<file path="src/rtl/alu_issue_queue.sv">
// alu_issue_queue
//   Issue stage that sits in front of the combinational 4-bit ALU slice chain.
//   Commands {a, b, op, cin} are buffered in a DEPTH-entry FIFO (valid/ready).
//   The FIFO feeds a registered operand stage (S1) that drives the ALU. The
//   ALU's zero/overflow flags come back and are captured in a result register
//   (S2), which is drained through a second valid/ready handshake.
//
// Optional feature (compile-time macro ALU_ISSUE_OVF_CNT_EN):
//   When it is defined, the design adds the ovf_count port. This is a
//   saturating count of delivered results that had overflow = 1.
//
// Ports
//   clk, rst                 clock, asynchronous active-high reset
//   in_valid/in_ready        command handshake (in_ready depends on state only)
//   in_a, in_b, in_op, in_cin  command fields
//   alu_a, alu_b, alu_op, alu_cin  registered operands to the ALU
//   alu_zero, alu_overflow   flags returned combinationally by the ALU
//   res_valid/res_ready      result handshake
//   res_zero, res_overflow   captured flags
//   level                    FIFO occupancy (0..DEPTH)
//   ovf_count                overflow result counter (macro builds only)
module alu_issue_queue #(
    parameter int DEPTH = 4,
    parameter int CNT_W = 8
) (
    input  logic                       clk,
    input  logic                       rst,
    input  logic                       in_valid,
    output logic                       in_ready,
    input  logic [3:0]                 in_a,
    input  logic [3:0]                 in_b,
    input  logic [1:0]                 in_op,
    input  logic                       in_cin,
    output logic [3:0]                 alu_a,
    output logic [3:0]                 alu_b,
    output logic [1:0]                 alu_op,
    output logic                       alu_cin,
    input  logic                       alu_zero,
    input  logic                       alu_overflow,
    output logic                       res_valid,
    input  logic                       res_ready,
    output logic                       res_zero,
    output logic                       res_overflow,
    output logic [$clog2(DEPTH):0]     level
`ifdef ALU_ISSUE_OVF_CNT_EN
    ,
    output logic [CNT_W-1:0]           ovf_count
`endif
);

    localparam int PTR_W = $clog2(DEPTH);
    localparam int LVL_W = PTR_W + 1;

    // Command word layout: {a[3:0], b[3:0], op[1:0], cin}
    logic [10:0]      mem [0:DEPTH-1];
    logic [PTR_W-1:0] wr_ptr_reg;
    logic [PTR_W-1:0] rd_ptr_reg;
    logic [LVL_W-1:0] level_reg;
    logic [LVL_W-1:0] level_next;
    logic             s1_valid_reg;
    logic [10:0]      head;

    logic push;
    logic pop;
    logic s1_adv;
    logic res_take;

    // Full is judged from registered occupancy only. A pop in the same cycle
    // therefore does not free a slot for a push until the next cycle.
    assign in_ready = (level_reg != LVL_W'(DEPTH));
    assign push     = in_valid && in_ready;
    assign res_take = res_valid && res_ready;
    // S1 moves into S2 whenever S2 is empty or is being drained this cycle.
    assign s1_adv   = s1_valid_reg && (!res_valid || res_ready);
    assign pop      = (level_reg != '0) && (!s1_valid_reg || s1_adv);
    assign head     = mem[rd_ptr_reg];
    assign level    = level_reg;

    always_comb begin
        level_next = level_reg;
        case ({push, pop})
            2'b10:   level_next = level_reg + LVL_W'(1);
            2'b01:   level_next = level_reg - LVL_W'(1);
            default: level_next = level_reg;
        endcase
    end

    // Storage is not reset. Only the pointers define which entries are valid.
    always_ff @(posedge clk) begin
        if (push) begin
            mem[wr_ptr_reg] <= {in_a, in_b, in_op, in_cin};
        end
    end

    // FIFO pointers and occupancy. The pointers wrap naturally because DEPTH is a power of two.
    always_ff @(posedge clk or posedge rst) begin
        if (rst) begin
            wr_ptr_reg <= '0;
            rd_ptr_reg <= '0;
            level_reg  <= '0;
        end else begin
            if (push) wr_ptr_reg <= wr_ptr_reg + PTR_W'(1);
            if (pop)  rd_ptr_reg <= rd_ptr_reg + PTR_W'(1);
            level_reg <= level_next;
        end
    end

    // S1: operand register that drives the ALU. It holds its value while stalled.
    always_ff @(posedge clk or posedge rst) begin
        if (rst) begin
            s1_valid_reg <= 1'b0;
            alu_a        <= '0;
            alu_b        <= '0;
            alu_op       <= '0;
            alu_cin      <= 1'b0;
        end else if (pop) begin
            s1_valid_reg <= 1'b1;
            {alu_a, alu_b, alu_op, alu_cin} <= head;
        end else if (s1_adv) begin
            s1_valid_reg <= 1'b0;
        end
    end

    // S2: result register that captures the ALU flags for the command leaving S1.
    always_ff @(posedge clk or posedge rst) begin
        if (rst) begin
            res_valid    <= 1'b0;
            res_zero     <= 1'b0;
            res_overflow <= 1'b0;
        end else if (s1_adv) begin
            res_valid    <= 1'b1;
            res_zero     <= alu_zero;
            res_overflow <= alu_overflow;
        end else if (res_take) begin
            res_valid    <= 1'b0;
        end
    end

`ifdef ALU_ISSUE_OVF_CNT_EN
    // Counts a result when it is delivered, not when it is captured. The count saturates at all-ones.
    always_ff @(posedge clk or posedge rst) begin
        if (rst) begin
            ovf_count <= '0;
        end else if (res_take && res_overflow && (ovf_count != '1)) begin
            ovf_count <= ovf_count + CNT_W'(1);
        end
    end
`endif

endmodule

</file>
<file path="config.mk">
export PLATFORM = sky130hd
export DESIGN_NAME = alu_issue_queue
export DESIGN_NICKNAME = d
export VERILOG_FILES = /design/src/rtl/alu_issue_queue.sv
export SDC_FILE = /design/constraint.sdc
export NUM_CORES = 1
export LEC_CHECK = 0
export CAP_MARGIN = 10
export CORE_MARGIN = 4
export CORE_UTILIZATION = 58
export CTS_CLUSTER_DIAMETER = 150
export CTS_CLUSTER_SIZE = 40
export DETAILED_ROUTE_END_ITERATION = 6
export GPL_TIMING_DRIVEN = 0
export PLACE_DENSITY_LB_ADDON = 0.1
export SYNTH_ARGS = -nofsm -noshare
export SYNTH_HDL_FRONTEND = slang
export SYNTH_SLANG_ARGS = --single-unit
</file>
<file path="constraint.sdc">
create_clock -name clk -period 6.31 [get_ports clk]
set_input_delay 1.262 -clock clk [delete_from_list [all_inputs] [get_ports clk]]
set_output_delay 1.262 -clock clk [all_outputs]
set_load 0.1 [all_outputs]
</file>
; After elaboration in Yosys (flattened, before gate mapping)
; Memory sizes are Yosys's and may differ from the RTL's. A register that Yosys moved wholly into a read port is not among the register bits.
; Index checks and enable logic that the tools add are counted.
[classes]
addsub = 4
eq_ne = 3
n_mux = 7
reduce_logical = 12
[op_table]
columns = op, n
row1 = 1-bit two-way mux, 6
row2 = 3-bit one-hot mux with 2 select lines, 1
row3 = 2-bit nonzero test, 3
row4 = 2-bit by 1-bit adder with 2-bit output (second input constant), 2
row5 = 1-bit logical AND, 4
row6 = 3-bit by 1-bit adder with 3-bit output (second input constant), 1
row7 = 3-bit inequality test (second input constant), 1
row8 = 3-bit nonzero test, 1
row9 = 3-bit by 1-bit subtractor with 3-bit output (second input constant), 1
row10 = 2-bit by 1-bit == test with 1-bit output (second input constant), 1
row11 = 2-bit == test (second input constant), 1
row12 = 1-bit logical NOT, 2
row13 = 1-bit logical OR, 2
[word_totals]
regBits = 11
mem_bits_rw = 44
inputBits = 17
out_inout_bits = 18
elab_cells = 34
n_memories = 1
[mem_list]
columns = memory, depth, width, rd, rd_ports_with_merged_regs, wr, line
row1 = mem, 4, 11, 1, 1, 1, 55  ; logic [10:0] mem [0:DEPTH-1];

; Depth between registers and ports, before layout
[depth]
ltp_word = 7
mapped_depth = 9

; Worst setup path before layout
; OpenSTA, ideal clock, no wires.
[synth_path]
kind = input port to flip-flop
from = input port res_ready
to = register level_reg[2] (netlist: level[2])
setup_time_ns = 0.163
t_arrival_ns = 2.822
t_required_ns = 6.147
slack_ns = 3.325
path_stages = 9
n_path_buf = 1
cell_sequence = nand3b_1 > o31a_2 > buf_2 > ha_1 > inv_1 > fa_1 > xor2_1 > nor2_1 > xor2_1
[synth_between]
elab_chain_cells = 6
elab_cells_between_ends = 8
cone_classes = eq/ne (2) / mux (1) / reduce/logical (5)
[synth_rtl]
columns = element, line
row1 = "start, declared", 41  ; input logic res_ready,
row2 = 1-bit logical OR *, 74  ; assign s1_adv = s1_valid_reg && (!res_valid || res_ready);
row3 = 1-bit logical AND *, 74
row4 = 1-bit logical OR *, 75  ; assign pop = (level_reg != '0) && (!s1_valid_reg || s1_adv);
row5 = 1-bit logical AND *, 75
row6 = via pop, 64  ; logic pop;
row7 = 2-bit by 1-bit == test with 1-bit output or 2-bit == test (tied branches), 81  ; case ({push, pop})
row8 = 3-bit one-hot mux with 2 select lines or 2-bit nonzero test (tied branches), n/a
row9 = "end signal, assigned", 104  ; level_reg <= level_next;
row10 = "end, declared", 58  ; logic [LVL_W-1:0] level_reg;
; The timed path passes the listed nets; every way through them passes the cells marked *.
; A chain may end at the register's enable or synchronous reset.

; Worst setup path after layout
[layout_path]
from = register level_reg[1] (netlist: level[1])
to = output port in_ready
[layout_between]
elab_chain_cells = 1
[layout_rtl]
columns = element, line
row1 = 3-bit inequality test, 70  ; assign in_ready = (level_reg != LVL_W'(DEPTH));
row2 = "end, declared", 29  ; output logic in_ready,
; Every way passes these cells.

==> reports/metrics.csv <==
stage,metric,value,unit
global_routing,initial antenna violation count,0,
global_routing,vias in the first global route,1281,
sta,"Period Utilization, post-route",54.5,%
worst_setup_path,CP Class,register to output port,
status,status,completed,
sta,crit path time final,3.44,ns
clock_tree,clk buf depth,2,
worst_setup_path,Crit path depth,2,
logic_synthesis,Commonest cells post-synth,"edfxtp_1 (44), dfrtp_1 (22), mux2_4 (9), mux4_2 (8), inv_1 (7)",
route,DRC,0,
worst_setup_path,Worst Path Required,5.05,ns
final_layout,Top reg by flops,mem,
global_routing,largest net degree at the start of global routing,23,
clock_tree,Root Driver,clkbuf_8,
logic_synthesis,Yosys cell types,23,
worst_setup_path,Crit Reg-Reg Startpoint,res_valid$_DFFE_PP0P_,
floorplanning,Die X,75.2,um
logic_synthesis,synth warn,0,
worst_setup_path,Crit Path Max Fanout,6,
logic_synthesis,Synth Flop Type,edfxtp_1,
floorplanning,# IOs,35,
sta,Worst Skew,0.00649,ns
min_path,worst hold-check path type,register to register,
clock_tree,PostCTS Resize Cnt,0,
logic_synthesis,asr flop ratio synth,33.3,%
logic_synthesis,Post-synth EDFFs,44,
clock_tree,Worst-Skew Late Latency,0.33,ns
sta,worst slew pin tran,0.976,ns
job,maximum capacitance violations,0,
final_layout,final cell count without fillers,231,
floorplanning,Die H,75.2,um
final_layout,layout cells sized above 1,24.6,%
final_layout,max reg flops,44,
floorplanning,row count,24,
logic_synthesis,Mapped Avg Cell Area,20.3,sq um
floorplanning,Initial Utilization,60.1,%
final_layout,Layout area overhead,23.0,%
final_layout,Inserted Diodes,0,
sta,RSZ-0062 raised after global routing,false,
clock_tree,sinks on the clock net,66,
route,Initial DRC Count,73,
logic_synthesis,post-synthesis register bit count,66,
final_layout,Layout Nets,197,
worst_setup_path,FF-to-FF End,level[2]$_DFFE_PP0P_,
global_routing,GR Overflow Total,0,
route,via density per instance,5.51,
route,Vias,1273,
worst_setup_path,crit start category,register,
logic_synthesis,most common cell in the netlist,edfxtp_1,
route,DRT antenna net count,0,
clock_tree,CTS buffer count,9,
placement,DP HPWL,2880,um
global_routing,GRT Overall Usage,17.6,%
sta,Final Hold Vio Count,0,
logic_synthesis,Post-Syn Area,0.00262,sq mm
route,routed wire length,4320,um
worst_setup_path,critical path buffer and inverter count,1,
clock_tree,Post-CTS Setup Bufs,0,
worst_setup_path,endpoint type of the worst setup path,output port,
floorplanning,core area,0.00435,sq mm
logic_synthesis,Yosys top cell by area,edfxtp_1,
sta,final setup vio count,0,
sta,Slew HR,34.8,%
route,Wirelength per Cell,18.7,um
worst_setup_path,"Arr. time, crit path",2.18,ns
logic_synthesis,Synth area leaders,"edfxtp_1 (50%), dfrtp_1 (21%), mux4_2 (6.9%), mux2_4 (5.2%), mux4_1 (3.0%)",
worst_setup_path,crit path to,in_ready,
worst_setup_path,reg2reg path depth,9,
logic_synthesis,post-synthesis cell count,129,
placement,placed cells,215,
final_layout,Largest regs,"mem (44), alu_a (4), alu_b (4)",
clock_tree,CTS Hold Bufs,0,
placement,routability congestion estimate from global placement,0.738,
floorplanning,die area,0.00565,sq mm
logic_synthesis,syn nets,152,
worst_setup_path,Crit-path slowest cell,clkdlybuf4s50_1,
worst_setup_path,CP max stage delay,0.98,ns
clock_tree,clock slew seen by the registers of the worst setup and hold paths,0.06,ns
logic_synthesis,Synth top area share,50.5,%
sta,FMAX,291,MHz
sta,Pins Over Slew Limit,0,
clock_tree,CTS tree,done,
global_routing,first-pass GRT wire length,6600,um
worst_setup_path,Worst Setup SP,level[1]$_DFFE_PP0P_,
sta,Sum Neg Setup Slack,0,ns
logic_synthesis,register area share after synthesis,71.5,%
route,Initial DRT Pass Iterations,4,
worst_setup_path,CP top delay family,buffers and inverters,
worst_setup_path,worst path cell trace,or3b_4 > clkdlybuf4s50_1,
clock_tree,H-Tree Depth,3,
placement,number of port buffers,34,
worst_setup_path,reg2reg setup slack,4.03,ns
[layout make-up]
type | count | area [sq um]
flip-flops and latches | 66 | 1870
fillers | 273 | 1130
multi-input cells | 53 | 699
repair buffers | 34 | 340
clock buffers | 13 | 159
well taps | 52 | 65.1
clock inverters | 3 | 37.5
inverters | 7 | 26.3
plain buffers | 3 | 21.3
[metrics by stage]
stage	setup WS [ns]	hold WS (ns)	instance area, sq um	util [%]
2_1_floorplan	3.32	0.457	2620	-
3_5_place_dp	2.66	0.479	3020	69.5
6_report	2.87	0.493	3220	74.0
4_1_cts	2.84	0.495	3220	74.0
5_1_grt	2.81	0.523	3220	74.0
3_3_place_gp	2.69	0.473	3020	69.5
[logic make-up (layout without fill, tap and decap cells)]
kind of cell / count (synthesis) / in the layout / share of synthesized area [%]
buffers and inverters: 10 / 60 / 1.82
adder cells (fa/ha/maj): 6 / 6 / 3.15
AND/OR/NAND/NOR: 14 / 14 / 3.58
multiplexers: 26 / 26 / 17.6
flip-flops: 66 / 66 / 71.5
AO/OA/AOI/OAI: 1 / 1 / 0.382
XOR/XNOR: 6 / 6 / 2.01
[per-layer routing]
layer | vias up | global-route usage (%) | share of wire, %
li1 | 581 | - | -
met1 | 652 | 21.6 | 41
met2 | 32 | 28.5 | 52
met3 | 8 | 4.67 | 4.5
met4 | 0 | 9.90 | 2.3
met5 | - | 0 | 0
[worst reg2reg max path, stage by stage, from the launching register on]
cell and delay (ns):
dfrtp_1 0.39, nand3b_1 0.14, o31a_2 0.22, buf_2 0.34
ha_1 0.26, inv_1 0.06, fa_1 0.38, xor2_1 0.17
nor2_1 0.12, xor2_1 0.14
[placed cells by master, fill, tap and decap left out, types with 2 or more instances in the layout]
master	n
edfxtp_1	44
clkdlybuf4s50_1	34
dfrtp_1	22
clkbuf_8	11
mux2_4	9
mux4_2	8
inv_1	7
mux2_2	5
ha_1	5
and3_2	4
xor2_1	3
xnor2_1	3
mux4_1	3
nand3b_1	2
buf_2	2
nand2b_1	2
nand2_1	2
clkbuf_1	2
clkinv_1	2
[how the worst min path moves through the flow]
stage	to	depth (start not counted)	start
2_1_floorplan	res_valid$_DFFE_PP0P_	1	s1_valid_reg$_DFFE_PP0P_
3_3_place_gp	res_valid$_DFFE_PP0P_	1	s1_valid_reg$_DFFE_PP0P_
3_5_place_dp	res_valid$_DFFE_PP0P_	1	s1_valid_reg$_DFFE_PP0P_
4_1_cts	res_valid$_DFFE_PP0P_	1	s1_valid_reg$_DFFE_PP0P_
5_1_grt	res_valid$_DFFE_PP0P_	1	s1_valid_reg$_DFFE_PP0P_
6_report	res_valid$_DFFE_PP0P_	1	s1_valid_reg$_DFFE_PP0P_
Power is left out: the tool's default activity adds up to more than one toggle a clock period on the data nets, which glitch-free logic cannot reach.
==> edit 1: new RTL, same flow settings <==
The parameter `DEPTH` goes from 4 to 8.
--- a/src/rtl/alu_issue_queue.sv
+++ b/src/rtl/alu_issue_queue.sv
@@ -20,7 +20,7 @@
 //   level                    FIFO occupancy (0..DEPTH)
 //   ovf_count                overflow result counter (macro builds only)
 module alu_issue_queue #(
-    parameter int DEPTH = 4,
+    parameter int DEPTH = 8,
     parameter int CNT_W = 8
 ) (
     input  logic                       clk,
Ports: changed (resized level); port bits go from 35 to 36. The function was not compared with the original's and may differ.
==> edit 1 against the original RTL <==
  * Global-route usage rose by 3.6 points
  * Sequential cell count rose by 47
  * Worst setup slack got worse by 380 ps
  * Synthesized area rose by 70%
  * Design area rose by 75%
  * Routed wire length rose by 100%
  * Non-clock buffer count rose by 13
  * Critical endpoint unchanged
  * Largest cell class unchanged
  * Highest routed layer unchanged
==> edit 1: results (changes against the original RTL) <==
H-tree depth 4 (+1); commonest cells in the netlist edfxtp_1 (88), dfrtp_1 (25), mux4_2 (22), nand2_1 (21); syn_nets 256 (+68%); initial antenna violation count 0 (unchanged); status finished, final reports clean; share of layout cells above drive strength 1 24.03% (-0.56 points); Clock Skews 13.78 ps (+7.285 ps); Max Buffers Root-to-Sink 2 (unchanged); # Post-CTS Setup Buffers 0 (unchanged); routed vias/inst 5.676 (+3.0%); # nets final 317 (+61%); yosys warns 0 (unchanged); Top reg by flops mem; Slew Viols, Final 0 (unchanged); RR Endpoint level[2]; largest net degree at the start of global routing 26 (+13%); register area share after synthesis 73.35% (+1.9 points); vias in the first global route 2354 (+84%); cell taking the most area after synthesis edfxtp_1; Synth cell types 29 (+26%); HPWL Detailed 5202 um (+81%); fmax 262.1 MHz (-9.8%); setup TNS 0 ps (unchanged); global-route wire length before repair 13390 um (+100%); Critical path origin level[1]; Worst Hold Class reg -> reg; CTS resizes 0 (unchanged); max reg flops 88 (+100%); CP Max Fanout 8 (+2); WP data arrival 2550 ps (+370 ps); Total Routing Usage GR 21.27% (+3.6 points); Final Hold Violating Endpoints 0 (unchanged); EDFF count, synth 88 (+100%); antenna cells 0 (unchanged); Async S/R FF share, synth 22.12% (-11 points); Leak 2.028 nW; worst reg-to-reg path cell count 10 (+1); routability-driven placement congestion ratio 0.7180 (-2.7%); r2r setup slk 3670 ps (-360 ps); clk slew on worst S/H paths 50 ps; DRT iter0 DRCs 193 (+160%); later-pin clock latency in the skew report 500 ps (+170 ps); worst vdd ir 0.3032 mV; Worst-Margin Slew 1157 ps (+181.0 ps); total CTS buffers 17 (+8); Synth area leaders edfxtp_1 (59%), dfrtp_1 (14%), mux4_2 (11%); Root Buffer Master clkbuf_8; drt first pass iters 4 (unchanged); worst setup path end in_ready; Fillers 423 (+55%); drt total wl 8708 um (+100%); pre-CTS setup slack 2759 ps (+104.0 ps); number of port buffers 35 (+2.9%)
-- edit 1: changes by cell type after synthesis, sizes merged, moves of 5 or more --
| cell | before | now |
|---|---|---|
| edfxtp | 44 | 88 |
| nand2 | 2 | 22 |
| o21ai | 0 | 11 |
| mux4 | 11 | 22 |
| buf | 3 | 8 |
| nor2 | 1 | 7 |
| mux2 | 14 | 4 |
| mux2i | 1 | 11 |
-- edit 1: cell type report --
class	instances	share of cell area [%]
clock inverters	13	3.402
plain buffers	8	1.490
clock buffers	19	7.492
repair buffers	42	7.559
flip-flops and latches	113	58.07
inverters	3	0.2001
well taps	99	2.201
multi-input cells	110	19.59
-- edit 1: kinds of logic after synthesis --
family                     after synthesis  synth area share [%]
xor gates and xnor gates                 8                 1.573
AOI/OAI and AO/OA                       14                 1.741
buffers and inverters                   11                 2.134
DFF                                    113                 73.35
and+or+nand+nor                         46                 5.111
muxes                                   37                 14.69
adders and majority gates                5                 1.404
-- edit 1: power by group --
group	internal, W	switching, W
Sequential	0.000969	0.0000973
Combinational	0.000414	0.000739
Clock	0.000674	0.000309
Total	0.00206	0.00115
-- edit 1: critical path: stages, from the launching register on --
cell and delay [ps]:
dfrtp_1 450, or4b_4 610, clkdlybuf4s50_1 990
-- edit 1: per-stage QoR --
step	cell area, um2	instances
after CTS	5609	405
after global routing	5628	407
after global placement	4930	368
after floorplan	4456	234
final	5628	407
after detailed placement	4996	373
-- edit 1: how the worst min path moves through the flow --
stage | from | to | slack, ps | cells after the start
floorplan | s1_valid_reg | res_valid | 480 | 1
global placement | alu_b[0] | alu_b[0] | 470 | 2
detailed placement | alu_b[3] | alu_b[3] | 480 | 2
CTS | alu_b[3] | alu_b[3] | 490 | 2
global route | alu_b[3] | alu_b[3] | 510 | 2
finish | alu_b[3] | alu_b[3] | 490 | 2
-- edit 1: layer usage --
metal / global-route usage, % / share of wire (%) / vias up / routed length (um)
li1: - / - / 1043 / -
met2: 34.16 / 51 / 80 / 4414
met4: 6.517 / 0.72 / 0 / 63
met5: 0 / 0 / - / 0
met3: 6.077 / 6.4 / 6 / 554
met1: 28.52 / 42 / 1181 / 3675
==> edit 2: new RTL, same settings <==
Made on the original files. Register the output `level` once more, with the module's reset; this adds one clock of latency there. The other outputs are not delayed to match.
--- a/src/rtl/alu_issue_queue.sv
+++ b/src/rtl/alu_issue_queue.sv
@@ -74,7 +74,13 @@
     assign s1_adv   = s1_valid_reg && (!res_valid || res_ready);
     assign pop      = (level_reg != '0) && (!s1_valid_reg || s1_adv);
     assign head     = mem[rd_ptr_reg];
-    assign level    = level_reg;
+    always_ff @(posedge clk or posedge rst) begin
+        if (rst) begin
+            level <= '0;
+        end else begin
+            level <= level_reg;
+        end
+    end
 
     always_comb begin
         level_next = level_reg;
Function: changed (Yosys sat finds a counterexample within 4 cycles, from zero or initial values and one cycle with rst high).
==> edit 2 against the original RTL <==
  * Synthesized cell count rose by 2.3%
  * Design area rose by 1.4%
  * Synthesized area rose by 2.9%
  * Core utilization barely moved
  * Sequential cell count rose by 3
  * Worst setup slack got worse by 16 ps
  * Routed wire length fell by 4.2%
Power is not shown: default switching activity piles up to over one toggle a cycle in this logic, so the estimate is an artifact.
==> edit 2: results (changes against the original RTL) <==
status finished, final reports clean; global-route wire length before repair 6962 um (+5.5%); Total Routing Usage GR 16.01% (-1.6 points); main flop type after synthesis edfxtp_1; vias in the first global route 1450 (+13%); final cell count without fillers 234 (+1.3%); metal2 WL 2200 um (-2.0%); met3 WL post-DR 183 um (-6.6%); DRT iter0 DRCs 28 (-62%); total CTS buffers 9 (unchanged); HPWL Detailed 2758 um (-4.2%); drt first pass iters 3 (-1); Worst Hold Class reg -> reg; register area share after synthesis 72.27% (+0.79 points); slowest CP cell clkdlybuf4s50_1; drt total wl 4139 um (-4.2%); Placed Cells incl. Taps 218 (+1.4%); Synth area leaders edfxtp_1 (49%), dfrtp_1 (23%), mux4_2 (6.7%); share of layout cells above drive strength 1 25.82% (+1.2 points); routability-driven placement congestion ratio 0.6688 (-9.3%); Worst-Margin Slew 973.8 ps (-1.739 ps); Post-Synthesis Cells 132 (+2.3%); Clock Skews 8.880 ps (+2.388 ps); RR Startpoint s1_valid_reg; Placement Cell Area 3099 um2 (+2.5%); commonest cells in the netlist edfxtp_1 (44), dfrtp_1 (25), mux2_4 (9), mux4_2 (8), inv_1 (7); Async S/R FF share, synth 36.23% (+2.9 points); clk slew on worst S/H paths 70 ps; largest net degree at the start of global routing 26 (+13%); total number of vias 1286 (+1.0%); syn_nets 155 (+2.0%); M1 WL 1652 um (-7.1%); Critical path origin level_reg[0]; critical hold path startpoint level_reg[1]; Fillers 271 (-0.73%); # nets final 200 (+1.5%)
-- edit 2: final timing paths --
path,endpoint,slack [ps],cells after the start
setup reg to reg,level_reg[2],4040,9
setup / recovery,in_ready,2850,2
hold / removal,level[1],470,0
hold reg to reg,level[1],470,0
max in group asynchronous,alu_cin,4280,2
min in group asynchronous,level[2],1440,2
-- edit 2: cell type report --
| type | instances | area [um2] | area share [%] |
|---|---|---|---|
| repair buffers | 34 | 340.3 | 10.42 |
| clock buffers | 9 | 123.9 | 3.793 |
| well taps | 52 | 65.06 | 1.992 |
| clock inverters | 7 | 42.54 | 1.303 |
| multi-input cells | 53 | 699.4 | 21.42 |
| flip-flops and latches | 69 | 1947 | 59.62 |
| inverters | 7 | 26.28 | 0.8046 |
| plain buffers | 3 | 21.27 | 0.6513 |
-- edit 2: logic make-up (layout without fill, tap and decap cells) --
| group | count (synthesis) | count (layout) | synth area share [%] |
|---|---|---|---|
| mux | 26 | 26 | 17.09 |
| fa+ha+maj | 6 | 6 | 3.066 |
| buf+inv | 10 | 60 | 1.765 |
| simple gates | 14 | 14 | 3.483 |
| xor+xnor | 6 | 6 | 1.951 |
| compound gates | 1 | 1 | 0.3716 |
| flops | 69 | 69 | 72.27 |
-- edit 2: stage by stage --
| stage | utilization, % | hold WS (ps) | setup WS, ps |
|---|---|---|---|
| 2_1_floorplan | - | 416.0 | 3348 |
| 3_3_place_gp | 70.21 | 445.8 | 2689 |
| 3_5_place_dp | 70.21 | 461.9 | 2657 |
| 4_1_cts | 73.98 | 469.9 | 2827 |
| 5_1_grt | 73.98 | 497.1 | 2788 |
| 6_report | 73.98 | 465.1 | 2854 |
-- edit 2: worst reg2reg max path, delay by kind of cell, from the launching register on --
family                     cells  cell delay [ps]
AOI/OAI and AO/OA              1              210
adders and majority gates      2              630
buffers and inverters          2              410
xor gates and xnor gates       2              320
and+or+nand+nor                2              240
DFF                            1              400
-- edit 2: per-layer routing --
layer / GRT usage (%) / vias up
met4: 9.965 / 0
met3: 4.137 / 9
met2: 27.14 / 32
met5: 0 / -
met1: 17.87 / 650
li1: - / 595
